<file path="config.mk">
export PLATFORM = sky130hd
export DESIGN_NAME = piso_serializer
export DESIGN_NICKNAME = d
export VERILOG_FILES = /design/src/rtl/piso_pkg.sv /design/src/rtl/piso_shreg.sv /design/src/rtl/piso_serializer.sv
export SDC_FILE = /design/constraint.sdc
export NUM_CORES = 1
export LEC_CHECK = 0
export BUFFER_PORTS_ARGS = -buffer_cell sky130_fd_sc_hd__buf_2
export CORE_AREA = 2 2 41 43
export CTS_BUF_LIST = sky130_fd_sc_hd__clkbuf_8
export DETAILED_ROUTE_END_ITERATION = 8
export DIE_AREA = 0 0 43 45
export MAX_ROUTING_LAYER = met4
export PLACE_DENSITY = 0.8
export SLEW_MARGIN = 15
export SYNTH_ARGS = -nofsm -noshare
export SYNTH_HDL_FRONTEND = slang
export SYNTH_SLANG_ARGS = --single-unit
</file>
<file path="constraint.sdc">
create_clock -name clock -period 2.7 [get_ports clock]
set_clock_uncertainty 0.05 [all_clocks]
set_input_delay 0.54 -clock clock [delete_from_list [all_inputs] [get_ports clock]]
set_output_delay 0.54 -clock clock [all_outputs]
set_load 0.05 [all_outputs]
</file>
<file path="src/rtl/piso_pkg.sv">
// piso_pkg: shared types and helpers for the piso_serializer block.
//   piso_state_e     - serializer FSM state encoding
//   PisoDefaultWidth - default parallel word width
//   piso_cnt_width() - bit counter width for a given word width
package piso_pkg;

  typedef enum logic [1:0] {
    StIdle   = 2'd0,
    StShift  = 2'd1,
    StParity = 2'd2,
    StDone   = 2'd3
  } piso_state_e;

  localparam int unsigned PisoDefaultWidth = 8;

  // The counter must be able to hold the value WIDTH itself.
  function automatic int unsigned piso_cnt_width(input int unsigned width);
    return $clog2(width + 1);
  endfunction

endpackage

</file>
<file path="src/rtl/piso_shreg.sv">
// piso_shreg: loadable WIDTH-bit shift register with selectable shift direction.
// Ports:
//   i_clock     - clock, all state on posedge
//   i_reset_n   - synchronous active-low reset, clears the register
//   i_load      - capture i_din (has priority over shifting)
//   i_shift_en  - shift by one position this cycle
//   i_msb_first - 1: present/shift out the MSB, 0: present/shift out the LSB
//   i_din       - parallel word to load
//   o_bit       - bit currently at the output end of the register
module piso_shreg #(
  parameter int unsigned WIDTH = 8
) (
  input  logic             i_clock,
  input  logic             i_reset_n,
  input  logic             i_load,
  input  logic             i_shift_en,
  input  logic             i_msb_first,
  input  logic [WIDTH-1:0] i_din,
  output logic             o_bit
);

  logic [WIDTH-1:0] r_data;

  always_ff @(posedge i_clock) begin
    if (!i_reset_n) begin
      r_data <= '0;
    end else if (i_load) begin
      r_data <= i_din;
    end else if (i_shift_en) begin
      if (i_msb_first) begin
        r_data <= {r_data[WIDTH-2:0], 1'b0};
      end else begin
        r_data <= {1'b0, r_data[WIDTH-1:1]};
      end
    end
  end

  assign o_bit = i_msb_first ? r_data[WIDTH-1] : r_data[0];

endmodule

</file>
<file path="src/rtl/piso_serializer.sv">
// piso_serializer: accepts a WIDTH-bit word over a valid/ready handshake and shifts it out
// one bit per clock, followed by a one-cycle done pulse.
// Ports:
//   clock      - clock, all logic on posedge
//   reset_n    - synchronous active-low reset; aborts any word in flight
//   din        - parallel word from the upstream register
//   din_valid  - din holds a word to send
//   din_ready  - block accepts a word this cycle (IDLE only)
//   sout       - serial data bit, held 0 when sout_valid is 0
//   sout_valid - sout carries a real bit this cycle
//   busy       - a word is being serialized
//   done       - one-cycle pulse after the last bit of a word
// Build option: define PISO_PARITY_EN to append an even-parity bit after the data bits.
module piso_serializer
  import piso_pkg::*;
#(
  parameter int unsigned WIDTH     = PisoDefaultWidth,
  parameter bit          MSB_FIRST = 1'b1
) (
  input  logic             clock,
  input  logic             reset_n,
  input  logic [WIDTH-1:0] din,
  input  logic             din_valid,
  output logic             din_ready,
  output logic             sout,
  output logic             sout_valid,
  output logic             busy,
  output logic             done
);

  localparam int unsigned CntW = piso_cnt_width(WIDTH);

  piso_state_e r_state;
  logic [CntW-1:0] r_cnt;
  logic r_din_ready;
  logic r_sout_valid;
  logic r_busy;
  logic r_done;
`ifdef PISO_PARITY_EN
  logic r_parity;
`endif

  logic w_load;
  logic w_shift;
  logic w_shreg_bit;

  assign w_load  = (r_state == StIdle) && din_valid;
  assign w_shift = (r_state == StShift);

  piso_shreg #(
    .WIDTH(WIDTH)
  ) u_shreg (
    .i_clock    (clock),
    .i_reset_n  (reset_n),
    .i_load     (w_load),
    .i_shift_en (w_shift),
    .i_msb_first(MSB_FIRST),
    .i_din      (din),
    .o_bit      (w_shreg_bit)
  );

  always_ff @(posedge clock) begin
    if (!reset_n) begin
      r_state      <= StIdle;
      r_cnt        <= '0;
      r_din_ready  <= 1'b1;
      r_sout_valid <= 1'b0;
      r_busy       <= 1'b0;
      r_done       <= 1'b0;
`ifdef PISO_PARITY_EN
      r_parity     <= 1'b0;
`endif
    end else begin
      unique case (r_state)
        StIdle: begin
          if (din_valid) begin
            r_state      <= StShift;
            r_cnt        <= CntW'(WIDTH);
            r_din_ready  <= 1'b0;
            r_sout_valid <= 1'b1;
            r_busy       <= 1'b1;
`ifdef PISO_PARITY_EN
            // Even parity: the extra bit makes the total count of ones even.
            r_parity     <= ^din;
`endif
          end
        end
        StShift: begin
          r_cnt <= r_cnt - CntW'(1);
          // Counter value 1 marks the last data bit on sout this cycle.
          if (r_cnt == CntW'(1)) begin
`ifdef PISO_PARITY_EN
            r_state <= StParity;
`else
            r_state      <= StDone;
            r_sout_valid <= 1'b0;
            r_busy       <= 1'b0;
            r_done       <= 1'b1;
`endif
          end
        end
`ifdef PISO_PARITY_EN
        StParity: begin
          r_state      <= StDone;
          r_sout_valid <= 1'b0;
          r_busy       <= 1'b0;
          r_done       <= 1'b1;
        end
`endif
        StDone: begin
          r_state     <= StIdle;
          r_done      <= 1'b0;
          r_din_ready <= 1'b1;
        end
        default: begin
          r_state      <= StIdle;
          r_din_ready  <= 1'b1;
          r_sout_valid <= 1'b0;
          r_busy       <= 1'b0;
          r_done       <= 1'b0;
        end
      endcase
    end
  end

  // sout is decoded from registered state only, so it is 0 outside valid bit slots.
  always_comb begin
    sout = 1'b0;
    if (r_state == StShift) begin
      sout = w_shreg_bit;
    end
`ifdef PISO_PARITY_EN
    if (r_state == StParity) begin
      sout = r_parity;
    end
`endif
  end

  assign din_ready  = r_din_ready;
  assign sout_valid = r_sout_valid;
  assign busy       = r_busy;
  assign done       = r_done;

endmodule

</file>
Yosys cells after proc, flatten, opt, wreduce, memory -nomap -nowiden --
Cells that the tools add are included.
Cells by class: multiplexer cells 15, equal/unequal tests 5, add/sub/neg operators 1, bitwise gates (word level) 3, reductions and logical operators 9
Operators with widths (number):
- 2-to-1 mux 8 bit | 2
- case mux 4 bit (2 select lines) | 1
- AND reduction 2 bit | 4
- 2-to-1 mux 1 bit | 5
- equality test 4 x 1 -> 1 bit (second input constant) | 1
- 2-to-1 mux 2 bit | 2
- 2-to-1 mux 4 bit | 1
- inequality test 2 bit (second input constant) | 2
- case mux 1 bit (2 select lines) | 2
- case mux 2 bit (2 select lines) | 1
- nonzero test 2 bit | 2
- subtractor 4 x 1 -> 4 bit (second input constant) | 1
- inverter 1 bit | 3
- case mux 1 bit (3 select lines) | 1
- AND reduction 3 bit | 1
- equality test 2 x 1 -> 1 bit (second input constant) | 1
- equality test 2 bit (second input constant) | 1
- logical NOT 2 bit | 1
- logical AND 1 bit | 1
Word-level totals: input bits 11, output and inout port bits 5, bits in registers 17, logic and storage cells 39

Longest topological paths before layout --
word-level depth 3, depth in mapped cells 5, depth with buffers taken out 5

Hierarchy --
Synthesis repeated with hierarchy kept, for this count alone.
Unflattened totals: cells, all modules 90, area, all modules 868.3 um^2
By module, submodules not included:
- piso_shreg | instances 1, area an instance 446.7 um^2, cells each 46, seq. area each 160.2 um^2
- piso_serializer | instances 1, area an instance 421.7 um^2, cells each 44, seq. area each 180.2 um^2

Worst setup path before layout --
No wires, ideal clock.
path kind flip-flop to output port, start point reg r_state[0], end point out sout, stages on the path, launching flop included 4, setup slack 949 ps, data required time 2110 ps, data arrival time 1161 ps, path buffers 1, path through dfxtp_1 buf_2 and2b_4 and2_1
Between the ends: word-level cells in the longest chain between the ends 2
RTL lines:
- start: declaration | RTL line piso_serializer.sv:33 | piso_state_e r_state;
- start signal: assignment | RTL line piso_serializer.sv:64 | r_state <= StIdle;
- start signal: assignment | RTL line piso_serializer.sv:77 | r_state <= StShift;
- start signal: assignment | RTL line piso_serializer.sv:95 | r_state <= StDone;
- equality test 2 x 1 -> 1 bit | RTL line piso_serializer.sv:129 | if (r_state == StShift) begin
- 2-to-1 mux 1 bit | RTL line piso_serializer.sv:129
- end: declaration | RTL line piso_serializer.sv:25 | output logic sout,
No other way between the ends.

Worst setup path in the final report --
Same ends and word-level chain as after synthesis.

==> results.md <==
- After detailed placement, the total cell area comes to 862 sq um.
- The core utilization of the finished layout is 61.6%.
- For this design, the sink count on the clock tree is 17.
- The period utilization is 76.3%.
- The number of enable-type register cells in the synthesized netlist is 0.
- The total area inside the core boundary comes to 1470 sq um.
- The number of setup buffers added after CTS is 0.
- Clock latency on the worst-skew pair, taken at its later pin, is 0.24 ns.
- The critical path class is flop to output pin.
- The die is 45 um tall.
- The critical path required time is 2.11 ns.
- For this design the ratio of total power to cell area is 644 nW/um^2.
- The reg-to-reg setup timing slack is 1.15 ns.
- The source of the worst hold timing path is din_ready$_SDFFE_PN1P_.
- The standby leakage power is 0.373 nW.
- The count of cells along the worst hold path is 1.
- Setup violations remaining at the end of the flow were counted as 0.
- The slew at the pin closest to its max-slew limit is 0.501 ns.
- Buffers inserted during clock tree synthesis total 3.
- The number of nets in the synthesized netlist is 100.
- STA classifies the critical path startpoint as a flop.
- Measured along the x axis, the die boundary spans 43 um.
- Summed over all layers, the global routing overflow is 0.
- TritonCTS built the clock tree.
- After clock tree synthesis, the repair step resized 0 gates.
- Across all layers, the routed design uses 703 vias.
- The DRC violations left is 0.
- In the final routed layout, each cell accounts on average for 14.4 um.
- Prior to clock tree synthesis, the placed netlist has a worst setup slack of 0.928 ns.
- The cell type contributing the most total cell area after synthesis is dfxtp_1.
- The sum of met2 wire segment lengths after detailed routing is 762 um.
- At the worst endpoint, the arrival time is 1.47 ns.
- The first global-routing pass estimated 2790 um of wire.
- The number of global-route vias before repair came to 624.
- The hold buffer count at CTS is 0.
- The floorplan has 14 rows.
- Static timing analysis puts the maximum clock frequency at 0.486 GHz.
- The total of max-cap violations is 0.
- The synthesized flop and latch total is 17.
- Counting I/O delays and the setup requirement, the final critical path takes 2.06 ns.
- The area share of the leading cell type in the synthesized netlist is 42.9%.
- Ranked by total cell area, the synthesized netlist is headed by dfxtp_1, a21oi_1, o221ai_1.
- The synthesized netlist contains 30 unique library cells.
- By instance count, the leading cell after synthesis is dfxtp_1.
- In the synthesized netlist the async set-or-reset flop fraction comes to 0%.
- The number of inserted diodes is 0.
- The area growth from synthesis to layout is 14.4%.
- The final count of hold timing violations was 0.
- The sequential cell area fraction in the yosys report is 42.9%.
- In this run the remaining antenna-violating nets after routing total 0.
- The final-layout setup total negative slack is 0 ns.
- The highest layer used for signal routing is met4.
- The fraction of final layout cells with drive strength greater than 1 is 25.7%.
- In the routed layout, each cell is associated on average with a via count of 6.01.
- Counting along the longest clock path gives a buffer depth of 2.
- For this block, wires on met1 add up to 826 um.
- The placer congestion estimate is 0.780.
- Setup repair after global routing left no endpoint under its margin.
- The worst register-to-register path begins at r_state[0]$_SDFFE_PN0P_.
- The length of routed met3 wiring is 72 um.
- Across all hold checks on the routed design, the worst slack comes to 0.408 ns.
- For this design the top-level I/O count stands at 16.
- Among all flip-flop cells after synthesis, the most frequent one is dfxtp_1.
- The count of final max-slew check failures is 0.
- The DRC violation total after the first TritonRoute iteration is 22.
- Synthesis handed over a netlist of 87 instances.
- The kind of capture point of the worst setup path is an output pin.
- The flow ran to the end, and the final reports show no timing, DRC or antenna violations.
- In this run the number of H-tree levels came out at 1.
- The max-slew headroom at the worst pin is 66.5%.
- For this run, the detailed router's first-pass iteration total came to 4.
- The netlist area before placement is 793 sq um.
- The path with the worst hold slack has its endpoint at din_ready$_SDFFE_PN1P_.
- The worst-case reg-to-reg path depth is 3.
- The end of the worst register-to-register path is r_cnt[3]$_SDFFE_PN0P_.
- The average cell area after synthesis is 9.12 sq um.
- By count the netlist is led by dfxtp_1, a21oi_1, nor2_1.
- After clock tree synthesis, the clock-pin slew on the worst setup and hold paths is 0.06 ns.
- Entering global routing, the biggest net connects 13 pins.
- Input and output buffers added on the ports amount to 15.
- The number of warnings reported in the yosys synthesis log is 0.
- In this run the clock root is driven by a clkbuf_8.
- The number of nets in the layout is 115.
- The min-delay analysis places its worst path in the category flop to flop.
- Detailed placement ended at an HPWL of 1220 um.
- The largest voltage drop on the vdd net is 0.431 mV.
- The initial antenna violation count is 0.
- The die area is 1940 sq um.
- Once the floorplan was initialized, standard cells occupied 53.9% of the core.
- Across all setup checks in the final design, the least slack found is 0.641 ns.
- Global routing used 20.0% of the available tracks.
- Summing all non-filler instances in the final layout gives an area of 907 sq um.
- The top fanout value on the critical path is 11.
- The final wirelength is 1690 um.
## state kept, by name, summed over array words and instances (netlist names)
register,flops
u_shreg.r_data,8
r_cnt,4
r_state,2
busy,1
din_ready,1
done,1
## how the worst max path moves through the flow
stage / from / endpoint / slack [ns] / cells past startpoint
floorplan: r_state[0]$_SDFFE_PN0P_ / sout / 0.95 / 3
detailed placement: r_state[0]$_SDFFE_PN0P_ / sout / 0.93 / 3
global route: r_state[0]$_SDFFE_PN0P_ / sout / 0.59 / 3
finish: r_state[0]$_SDFFE_PN0P_ / sout / 0.64 / 3
CTS: r_state[0]$_SDFFE_PN0P_ / sout / 0.66 / 3
global placement: r_state[0]$_SDFFE_PN0P_ / sout / 0.95 / 3
## layer usage
| metal | vias to the layer above | global-route usage (%) |
|---|---|---|
| met4 | 0 | 7.88 |
| li1 | 347 | - |
| met3 | 4 | 5.20 |
| met5 | - | - |
| met1 | 332 | 26.4 |
| met2 | 20 | 29.4 |
## through the flow
| stage | instances | power (W) |
|---|---|---|
| floorplan | 87 | 0.000382 |
| global placement | 113 | 0.000404 |
| detailed placement | 113 | 0.000409 |
| CTS | 117 | 0.000587 |
| global route | 117 | 0.000610 |
| finish | 117 | 0.000584 |
## cell families after synthesis
| kind of cell | Yosys count | share of synthesized area [%] |
|---|---|---|
| adder cells (fa/ha/maj) | 2 | 3.15 |
| flip-flops | 17 | 42.9 |
| multiplexers | 1 | 1.42 |
| AND/OR/NAND/NOR | 23 | 18.1 |
| buffers and inverters | 11 | 6.15 |
| AO/OA/AOI/OAI | 33 | 28.2 |
## report_power, final
| group | total (W) | switching [W] | leakage [nW] | internal (W) |
|---|---|---|---|---|
| sequential | 0.000294 | 0.0000213 | 0.141 | 0.000273 |
| combinational | 0.000110 | 0.0000634 | 0.206 | 0.0000464 |
| clock | 0.000180 | 0.0000797 | 0.0269 | 0.000101 |
## final cells by class
class	instances	area (sq um)
Fill cell	131	564
Multi-Input combinational cell	59	404
Timing Repair Buffer	15	75.1
Inverter	6	22.5
Clock buffer	3	41.3
Sequential cell	17	340
Tap cell	16	20.0
Clock inverter	1	3.75
## worst max-delay path: stages (launching register included)
cell,delay (ns)
dfxtp_1,0.59
and2b_4,0.26
and2_1,0.12
buf_2,0.25
## cells in the final DEF, fill, tap and decap left out, types with 2 or more instances in the layout
| cell | Yosys | routed |
|---|---|---|
| a211oi_1 | 2 | 2 |
| inv_2 | 2 | 2 |
| buf_2 | 3 | 15 |
| ha_1 | 2 | 2 |
| o21ai_0 | 4 | 4 |
| clkbuf_8 | 0 | 3 |
| nor2_1 | 8 | 8 |
| o22ai_1 | 5 | 5 |
| a21oi_1 | 11 | 11 |
| dfxtp_1 | 17 | 17 |
| nand2b_1 | 3 | 3 |
| o221ai_1 | 5 | 5 |
| nand2_1 | 3 | 3 |
| nor3b_1 | 2 | 2 |
| inv_1 | 4 | 5 |
No activity file was read; power rests on OpenSTA's default activity.
